### config.mk
export PLATFORM = sky130hd
export DESIGN_NAME = ac97_record_rx
export DESIGN_NICKNAME = d
export VERILOG_FILES = /design/src/rtl/ac97_pkg.sv /design/src/rtl/ac97_slot_shifter.sv /design/src/rtl/ac97_record_rx.sv
export SDC_FILE = /design/constraint.sdc
export NUM_CORES = 1
export LEC_CHECK = 0
export ABC_AREA = 1
export BUFFER_PORTS_ARGS = -buffer_cell sky130_fd_sc_hd__buf_2
export CORE_MARGIN = 3
export CORE_UTILIZATION = 61
export CTS_BUF_LIST = sky130_fd_sc_hd__clkbuf_4
export DETAILED_ROUTE_END_ITERATION = 6
export GPL_ROUTABILITY_DRIVEN = 0
export PLACE_DENSITY_LB_ADDON = 0.12
export REMOVE_ABC_BUFFERS = 1
export SLEW_MARGIN = 10
export SYNTH_ARGS = -nofsm -noshare
export SYNTH_HDL_FRONTEND = slang
export SYNTH_SLANG_ARGS = --single-unit
### constraint.sdc
create_clock -name bit_clk -period 2 [get_ports bit_clk]
set_clock_uncertainty 0.1 [all_clocks]
set_input_delay 0.1 -clock bit_clk [delete_from_list [all_inputs] [get_ports bit_clk]]
set_output_delay 0.1 -clock bit_clk [all_outputs]
set_load 0.03 [all_outputs]
### src/rtl/ac97_pkg.sv
// Frame geometry, tag bit positions and receive FSM encoding shared by the
// AC97 record path.
package ac97_pkg;

    localparam int FRAME_BITS = 256;
    localparam int TAG_BITS   = 16;
    localparam int SLOT_BITS  = 20;
    localparam int POS_W      = 8;

    localparam logic [POS_W-1:0] SLOT_LEN     = POS_W'(SLOT_BITS);
    localparam logic [POS_W-1:0] LAST_TAG_POS = POS_W'(TAG_BITS - 1);
    localparam logic [POS_W-1:0] LAST_POS     = POS_W'(FRAME_BITS - 1);

    localparam logic [POS_W-1:0] SLOT1_START = 8'd16;
    localparam logic [POS_W-1:0] SLOT2_START = 8'd36;
    localparam logic [POS_W-1:0] SLOT3_START = 8'd56;
    localparam logic [POS_W-1:0] SLOT4_START = 8'd76;
    localparam logic [POS_W-1:0] SLOT3_LAST  = SLOT3_START + SLOT_LEN - 8'd1;
    localparam logic [POS_W-1:0] SLOT4_LAST  = SLOT4_START + SLOT_LEN - 8'd1;

    localparam int TAG_READY_BIT = 15;
    localparam int TAG_SLOT3_BIT = 12;
    localparam int TAG_SLOT4_BIT = 11;

    typedef enum logic [1:0] {
        ST_IDLE  = 2'd0,
        ST_TAG   = 2'd1,
        ST_SLOTS = 2'd2
    } frame_state_e;

    function automatic logic in_slot(input logic [POS_W-1:0] pos,
                                     input logic [POS_W-1:0] start);
        return (pos >= start) && (pos < start + SLOT_LEN);
    endfunction

endpackage

### src/rtl/ac97_slot_shifter.sv
// 20-bit MSB-first deserializer; the load strobe snapshots the word including
// the bit arriving in the same cycle.
module ac97_slot_shifter
    import ac97_pkg::*;
(
    input  logic                 bit_clk,
    input  logic                 rst_b,
    input  logic                 shift_en,
    input  logic                 load,
    input  logic                 sdata,
    output logic [SLOT_BITS-1:0] data
);

    logic [SLOT_BITS-1:0] sr;
    logic [SLOT_BITS-1:0] sr_nxt;

    assign sr_nxt = {sr[SLOT_BITS-2:0], sdata};

    always_ff @(posedge bit_clk or negedge rst_b) begin
        if (!rst_b) begin
            sr   <= '0;
            data <= '0;
        end else begin
            if (shift_en) sr   <= sr_nxt;
            if (load)     data <= sr_nxt;
        end
    end

endmodule

### src/rtl/ac97_record_rx.sv
// AC97 SDATA_IN receiver: frames on SYNC rise, extracts PCM left/right and
// pushes valid pairs to the record FIFO with overflow accounting.
module ac97_record_rx
    import ac97_pkg::*;
#(
    parameter int DROP_CNT_WIDTH = 8
) (
    input  logic                      bit_clk,
    input  logic                      rst_b,
    input  logic                      sync,
    input  logic                      sdata_in,
    input  logic                      rx_enable,
    input  logic                      sample_fifo_full,
    output logic                      sample_fifo_wr_en,
    output logic [2*SLOT_BITS-1:0]    sample_fifo_din,
    output logic                      codec_ready,
    output logic                      overflow,
    input  logic                      overflow_clr,
    output logic [DROP_CNT_WIDTH-1:0] drop_count
);

    frame_state_e         state, state_nxt;
    logic [POS_W-1:0]     pos;
    logic                 sync_q;
    logic                 sync_rise;
    logic [TAG_BITS-1:0]  tag_sr;
    logic                 capturing;
    logic                 pair_ok;
    logic                 push_pend, drop_pend;
    logic [SLOT_BITS-1:0] left_data, right_data;

    assign sync_rise = sync & ~sync_q;
    assign capturing = (state == ST_SLOTS) && !sync_rise;
    assign pair_ok   = tag_sr[TAG_READY_BIT] & tag_sr[TAG_SLOT3_BIT] &
                       tag_sr[TAG_SLOT4_BIT] & rx_enable;

    always_ff @(posedge bit_clk or negedge rst_b) begin
        if (!rst_b) begin
            sync_q <= 1'b0;
            state  <= ST_IDLE;
        end else begin
            sync_q <= sync;
            state  <= state_nxt;
        end
    end

    // A sync rise anywhere abandons the current frame and restarts at bit 0.
    always_comb begin
        state_nxt = state;
        if (sync_rise) begin
            state_nxt = ST_TAG;
        end else begin
            case (state)
                ST_IDLE:  state_nxt = ST_IDLE;
                ST_TAG:   if (pos == LAST_TAG_POS) state_nxt = ST_SLOTS;
                ST_SLOTS: if (pos == LAST_POS)     state_nxt = ST_IDLE;
                default:  state_nxt = ST_IDLE;
            endcase
        end
    end

    always_ff @(posedge bit_clk or negedge rst_b) begin
        if (!rst_b)
            pos <= '0;
        else if (sync_rise || state == ST_IDLE)
            pos <= '0;
        else
            pos <= pos + 8'd1;
    end

    always_ff @(posedge bit_clk or negedge rst_b) begin
        if (!rst_b) begin
            tag_sr      <= '0;
            codec_ready <= 1'b0;
        end else begin
            if (state == ST_TAG && !sync_rise)
                tag_sr <= {tag_sr[TAG_BITS-2:0], sdata_in};
            if (capturing && pos == POS_W'(TAG_BITS))
                codec_ready <= tag_sr[TAG_READY_BIT];
        end
    end

    ac97_slot_shifter u_left (
        .bit_clk  (bit_clk),
        .rst_b    (rst_b),
        .shift_en (capturing && in_slot(pos, SLOT3_START)),
        .load     (capturing && pos == SLOT3_LAST),
        .sdata    (sdata_in),
        .data     (left_data)
    );

    ac97_slot_shifter u_right (
        .bit_clk  (bit_clk),
        .rst_b    (rst_b),
        .shift_en (capturing && in_slot(pos, SLOT4_START)),
        .load     (capturing && pos == SLOT4_LAST),
        .sdata    (sdata_in),
        .data     (right_data)
    );

    // Push/drop decision is taken with the last right-channel bit, acted on one edge later.
    always_ff @(posedge bit_clk or negedge rst_b) begin
        if (!rst_b) begin
            push_pend <= 1'b0;
            drop_pend <= 1'b0;
        end else begin
            push_pend <= capturing && pos == SLOT4_LAST && pair_ok && !sample_fifo_full;
            drop_pend <= capturing && pos == SLOT4_LAST && pair_ok &&  sample_fifo_full;
        end
    end

    always_ff @(posedge bit_clk or negedge rst_b) begin
        if (!rst_b) begin
            sample_fifo_wr_en <= 1'b0;
            sample_fifo_din   <= '0;
        end else begin
            sample_fifo_wr_en <= push_pend;
            if (push_pend)
                sample_fifo_din <= {left_data, right_data};
        end
    end

    // A drop in the same cycle as a clear wins and counts as the first drop.
    always_ff @(posedge bit_clk or negedge rst_b) begin
        if (!rst_b) begin
            overflow   <= 1'b0;
            drop_count <= '0;
        end else if (drop_pend) begin
            overflow <= 1'b1;
            if (overflow_clr)
                drop_count <= DROP_CNT_WIDTH'(1);
            else if (drop_count != '1)
                drop_count <= drop_count + DROP_CNT_WIDTH'(1);
        end else if (overflow_clr) begin
            overflow   <= 1'b0;
            drop_count <= '0;
        end
    end

endmodule

Word level (Yosys, flattened, before mapping)
Index checks and enable logic that the tools add are counted.
{ "word_totals": {"register_bits": 158, "input_bits": 7, "output_inout_bits": 51, "elab_cells": 67} }
{ "classes": {"addsub": 2, "order_cmp": 4, "eq_ne": 10, "n_mux": 11, "n_bitwise": 5, "n_reduce_logical": 20} }
{ "op_table": {"columns": ["operator", "n"], "rows": [
  ["$mux W8", 5],
  ["$add A8 B1 Y8 const B", 2],
  ["$eq A8 B7 Y1 const B", 2],
  ["$lt A8 B7 Y1 const B", 2],
  ["$logic_and A1 B1 Y1", 12],
  ["$eq A8 B4 Y1 const B", 1],
  ["$eq A8 B5 Y1 const B", 1],
  ["$eq A8 B8 Y1 const B", 1],
  ["$ge A8 B6 Y1 const B", 1],
  ["$ge A8 B7 Y1 const B", 1],
  ["$ne A8 B8 Y1 const B", 1],
  ["$mux W2", 3],
  ["$and A1 B1 Y1", 4],
  ["$pmux W2 S2", 1],
  ["$reduce_and A2 Y1", 2],
  ["$reduce_bool A2 Y1", 2],
  ["$ne A3 B2 Y1 const B", 1],
  ["$ne A3 B3 Y1 const B", 1],
  ["$eq A2 B1 Y1 const B", 1],
  ["$eq A2 B2 Y1 const B", 1],
  ["$logic_not A1 Y1", 2],
  ["$logic_not A2 Y1", 1],
  ["$mux W1", 2],
  ["$logic_or A1 B1 Y1", 1],
  ["$not A1 Y1", 1]
]} }

Logic depth before layout (Yosys ltp)
{ "depth": {"depth_word": 7, "depth_mapped": 9, "ltp_nobuf": 8} }

Cells and area by module
A second synthesis with hierarchy kept.
{ "hier_totals": {"hier_cells": 665, "hier_area_um2": 6432.4} }
{ "modules_own_cells": {"columns": ["mod", "n_inst", "cells_per_inst", "area_per_inst_um2", "seq_area_each_um2"], "rows": [
  ["ac97_record_rx", 1, 335, 3457.1, 2001.9],
  ["ac97_slot_shifter", 2, 165, 1487.7, 975.9]
]} }

Least setup slack after synthesis
No wires, ideal clock.
{ "synth_path": {"kind": "reg-to-reg", "from": "reg drop_count[0]", "to": "reg drop_count[3]", "setup_ps": 117, "arrival_time_ps": 1373, "required_ps": 1783, "setup_slack_ps": 410, "path_stages_with_launch": 9, "n_path_buf": 0, "synth_period_minus_slack_ps": 1590, "cell_sequence": "dfrtp_1 -> ha_1 -> nand2_1 -> inv_1 -> nand3_1 -> nand2_2 -> inv_1 -> nand2_1 -> nand2_1"} }
{ "synth_via": {"elab_chain_len": 4, "elab_cells_between_ends": 7, "cone_classes": "add/sub (1); eq/ne (1); mux (3); reduce/logical (2)"} }
{ "synth_lines": {"columns": ["element", "line", "text"], "rows": [
  ["start: declaration", "ac97_record_rx.sv:19", "output logic [DROP_CNT_WIDTH-1:0] drop_count"],
  ["start signal: assignment", "ac97_record_rx.sv:133", "drop_count <= drop_count + DROP_CNT_WIDTH'(1);"],
  ["$add A8 B1 Y8", "ac97_record_rx.sv:133", null],
  ["$mux W8", "ac97_record_rx.sv:132", "else if (drop_count != '1)"],
  ["$mux W8", "ac97_record_rx.sv:130", "if (overflow_clr)"],
  ["$mux W8", "ac97_record_rx.sv:128", "end else if (drop_pend) begin"]
]} }
Parallel ways exist; a longest one is shown, timed or not. The select of a mux whose other input is x is not followed.
A chain may end at the register's enable or synchronous reset.

Final worst setup path
{ "layout_path": {"from": "reg pos[3]", "to": "reg u_right.sr[0]"} }
{ "layout_via": {"elab_chain_len": 3, "elab_cells_between_ends": 4, "cone_classes": "order compare (2); reduce/logical (2)"} }
{ "layout_lines": {"columns": ["element", "line", "text"], "rows": [
  ["start: declaration", "ac97_record_rx.sv:23", "logic [POS_W-1:0] pos;"],
  ["start signal: assignment", "ac97_record_rx.sv:68", "pos <= pos + 8'd1;"],
  ["$ge A8 B7 Y1 / $lt A8 B7 Y1 (equally long branches)", "ac97_pkg.sv:33", "return (pos >= start) && (pos < start + SLOT_LEN);"],
  ["$logic_and A1 B1 Y1 *", "ac97_pkg.sv:33", null],
  ["$logic_and A1 B1 Y1 *", "ac97_record_rx.sv:95", ".shift_en (capturing && in_slot(pos, SLOT4_START)),"],
  ["end signal: assignment", "ac97_slot_shifter.sv:24", "if (shift_en) sr <= sr_nxt;"],
  ["end: declaration", "ac97_slot_shifter.sv:14", "logic [SLOT_BITS-1:0] sr;"]
]} }
Every way passes the cells marked *; elsewhere a longest branch is shown, timed or not.

==> qor.csv <==
metric,value,unit
FMAX,588.7,MHz
drt wl/cell,13.39,µm
largest net degree at the start of global routing,48,
setup slack after placement,322.7,ps
Synth Instances,667,
PD cells,831.4,nW/µm²
Yosys top cell area share,60.56,%
drt initial violations,253,
Final Critical Period,1699,ps
DR DRC count,0,
share of layout cells above drive strength 1,22.91,%
first-pass iteration count of the detailed router,4,
Clock transition at path regs,120,ps
CP Data Arrival Time,2020,ps
post-synthesis sequential area ratio,60.56,%
die area,11980,µm²
Max Cap Viol,0,
CTS Root Cell,clkbuf_4,
Worst-Skew Late Latency,520,ps
vias in the first global route,4546,
Die Width,109.5,µm
Yosys reg bits,158,
Setup WS post-layout,301.4,ps
Fin. Hold Viols,0,
first-pass GRT wire length,20870,µm
beginning of the worst hold path,sync,
"Max FO, Critical Path",20,
I/O pins,58,
register area,3954,µm²
Cell variety after synth,31,
Post-synth EDFFs,0,
CTS Sinks,158,
Worst-Margin Slew,329.0,ps
P_leak,0.004162,µW
Max-slew headroom,77.99,%
multi-input logic area,2257,µm²
crit end category,register,
CP required,2320,ps
area delta synth->final,12.50,%
Via Count,4635,
synth top area cells,"dfrtp_1, nand2_1, mux2_2, nand3_1, inv_1",
Max Root-Sink Buffers,2,
"top cells by count, synth","nand2_1, dfrtp_1, nand3_1",
"Remaining Overflow, GRT",0,
Post-Syn Area per Cell,9.788,µm²
most common cell in the netlist,nand2_1,
number of routed nets with antenna violations,0,
Worst Setup SP,pos[3],
final net count,752,
synthesized area,6529,µm²
CP Class,register to register,
"Slew Viols, Final",0,
Worst VDD drop,710.7,µV
Std-Cell Rows,37,
Setup-failing EPs final,0,
Final Routed Wirelength,11930,µm
CTS tree,yes,
initial antenna violation count,0,
CTS Buf Count,17,
total track usage,22.12,%
ys flop type,dfrtp_1,
die extent in y,109.5,µm
FF-to-FF path depth,7,
Yosys warnings,0,
post-route clock period utilization,84.93,%
Critical Path Start Type,register,
DR vias/cell,5.202,
power consumption,6106,µW
status,"complete, no violations",
unrepaired setup endpoints after global routing,no,
dpl hpwl,7973,µm
initial core utilization,62.96,%
Min-Delay Path Depth,2,
post-synth top area cell,dfrtp_1,
min-delay worst type,input port to register,
n_diodes,0,
ys async rst share,100.0,%
PortBufs,57,
floorplan core area,10370,µm²
Fill cells,810,
H-tree depth reported by CTS,4,
worst r2r src,pos[3],
-- worst paths after layout --
kind / end / slack, ps
setup reg to reg: u_right.sr[0] / 300
hold reg to reg: u_left.data[19] / 380
max in group asynchronous: tag_sr[12] / 760
setup / recovery: u_right.sr[0] / 300
min in group asynchronous: u_left.data[18] / 460
hold / removal: sync_q / 150
-- worst max-delay path, stage by stage (launching register included) --
cell     delay (ps)
dfrtp_1         470
nand2_1         100
nand2_1          90
nand2_2          80
inv_2           270
nand2_2         290
nand2_1         140
nand2_1          60
-- repair_timing --
action / 4_1_cts / 5_1_grt
setup buffers: 0 / 0
hold buffers: 8 / 0
endpoints found under the hold margin: 179 / 0
resized for setup: 0 / 0
-- placed cells by master, fill, tap and decap left out, types with 6 or more instances in the layout --
cell type / n
nand2_1: 268
clkbuf_4: 21
nand2_2: 6
dlygate4sd3_1: 7
a21oi_1: 7
nand3_1: 54
dfrtp_1: 158
o21ai_2: 10
buf_4: 15
mux2_2: 40
inv_1: 31
o21ai_0: 20
buf_2: 56
nor2_1: 22
-- report_power, final --
| part | switching (µW) | leakage (µW) | internal (µW) |
|---|---|---|---|
| Sequential | 98.6 | 0.00219 | 3360 |
| Combinational | 438 | 0.00181 | 223 |
| Clock | 1060 | 0.000163 | 918 |
| Total | 1600 | 0.00416 | 4510 |
-- final cells by class --
class | count | area share (%)
clock buffer | 21 | 2.147
clock inverter | 11 | 1.942
inverter | 34 | 1.755
multi-input combinational | 449 | 30.73
sequential | 158 | 53.83
tap | 136 | 2.317
timing repair buffer | 82 | 7.274
-- sequential cells by signal (all words and copies together) (netlist names) --
name and count:
codec_ready 1, drop_count 8, drop_pend 1, overflow 1, pos 8, push_pend 1, sample_fifo_din 40, sample_fifo_wr_en 1
state 2, sync_q 1, tag_sr 16, u_left.data 20, u_left.sr 19, u_right.data 20, u_right.sr 19
-- per-layer routing --
layer	vias up	wire length [µm]	track usage, %
li1	2283	-	-
met1	2267	5446	28.49
met2	79	6052	37.45
met3	6	362	5.285
met4	0	73	6.589
met5	-	0	0
-- per-stage QoR --
step / hold slack (ps) / cell area (µm²) / setup TNS (ps) / std cells / util, %
6_report: 148.8 / 7345 / 0 / 891 / 70.83
5_1_grt: 95.40 / 7345 / 0 / 891 / 70.83
3_5_place_dp: 14.24 / 6954 / 0 / 851 / 67.06
2_1_floorplan: -295.6 / 6340 / -6614 / 641 / -
3_3_place_gp: 15.71 / 6954 / 0 / 851 / 67.06
4_1_cts: 106.0 / 7345 / 0 / 891 / 70.83
-- cell families (layout without fill, tap and decap cells) --
logic type	Yosys count	after routing	share of synthesized area, %
multiplexers	40	40	6.899
AO/OA/AOI/OAI	40	40	3.756
buffers and inverters	60	148	4.868
flip-flops	158	158	60.56
AND/OR/NAND/NOR	366	366	23.34
adder cells (fa/ha/maj)	3	3	0.5750
(Power assumes the default switching activity.)
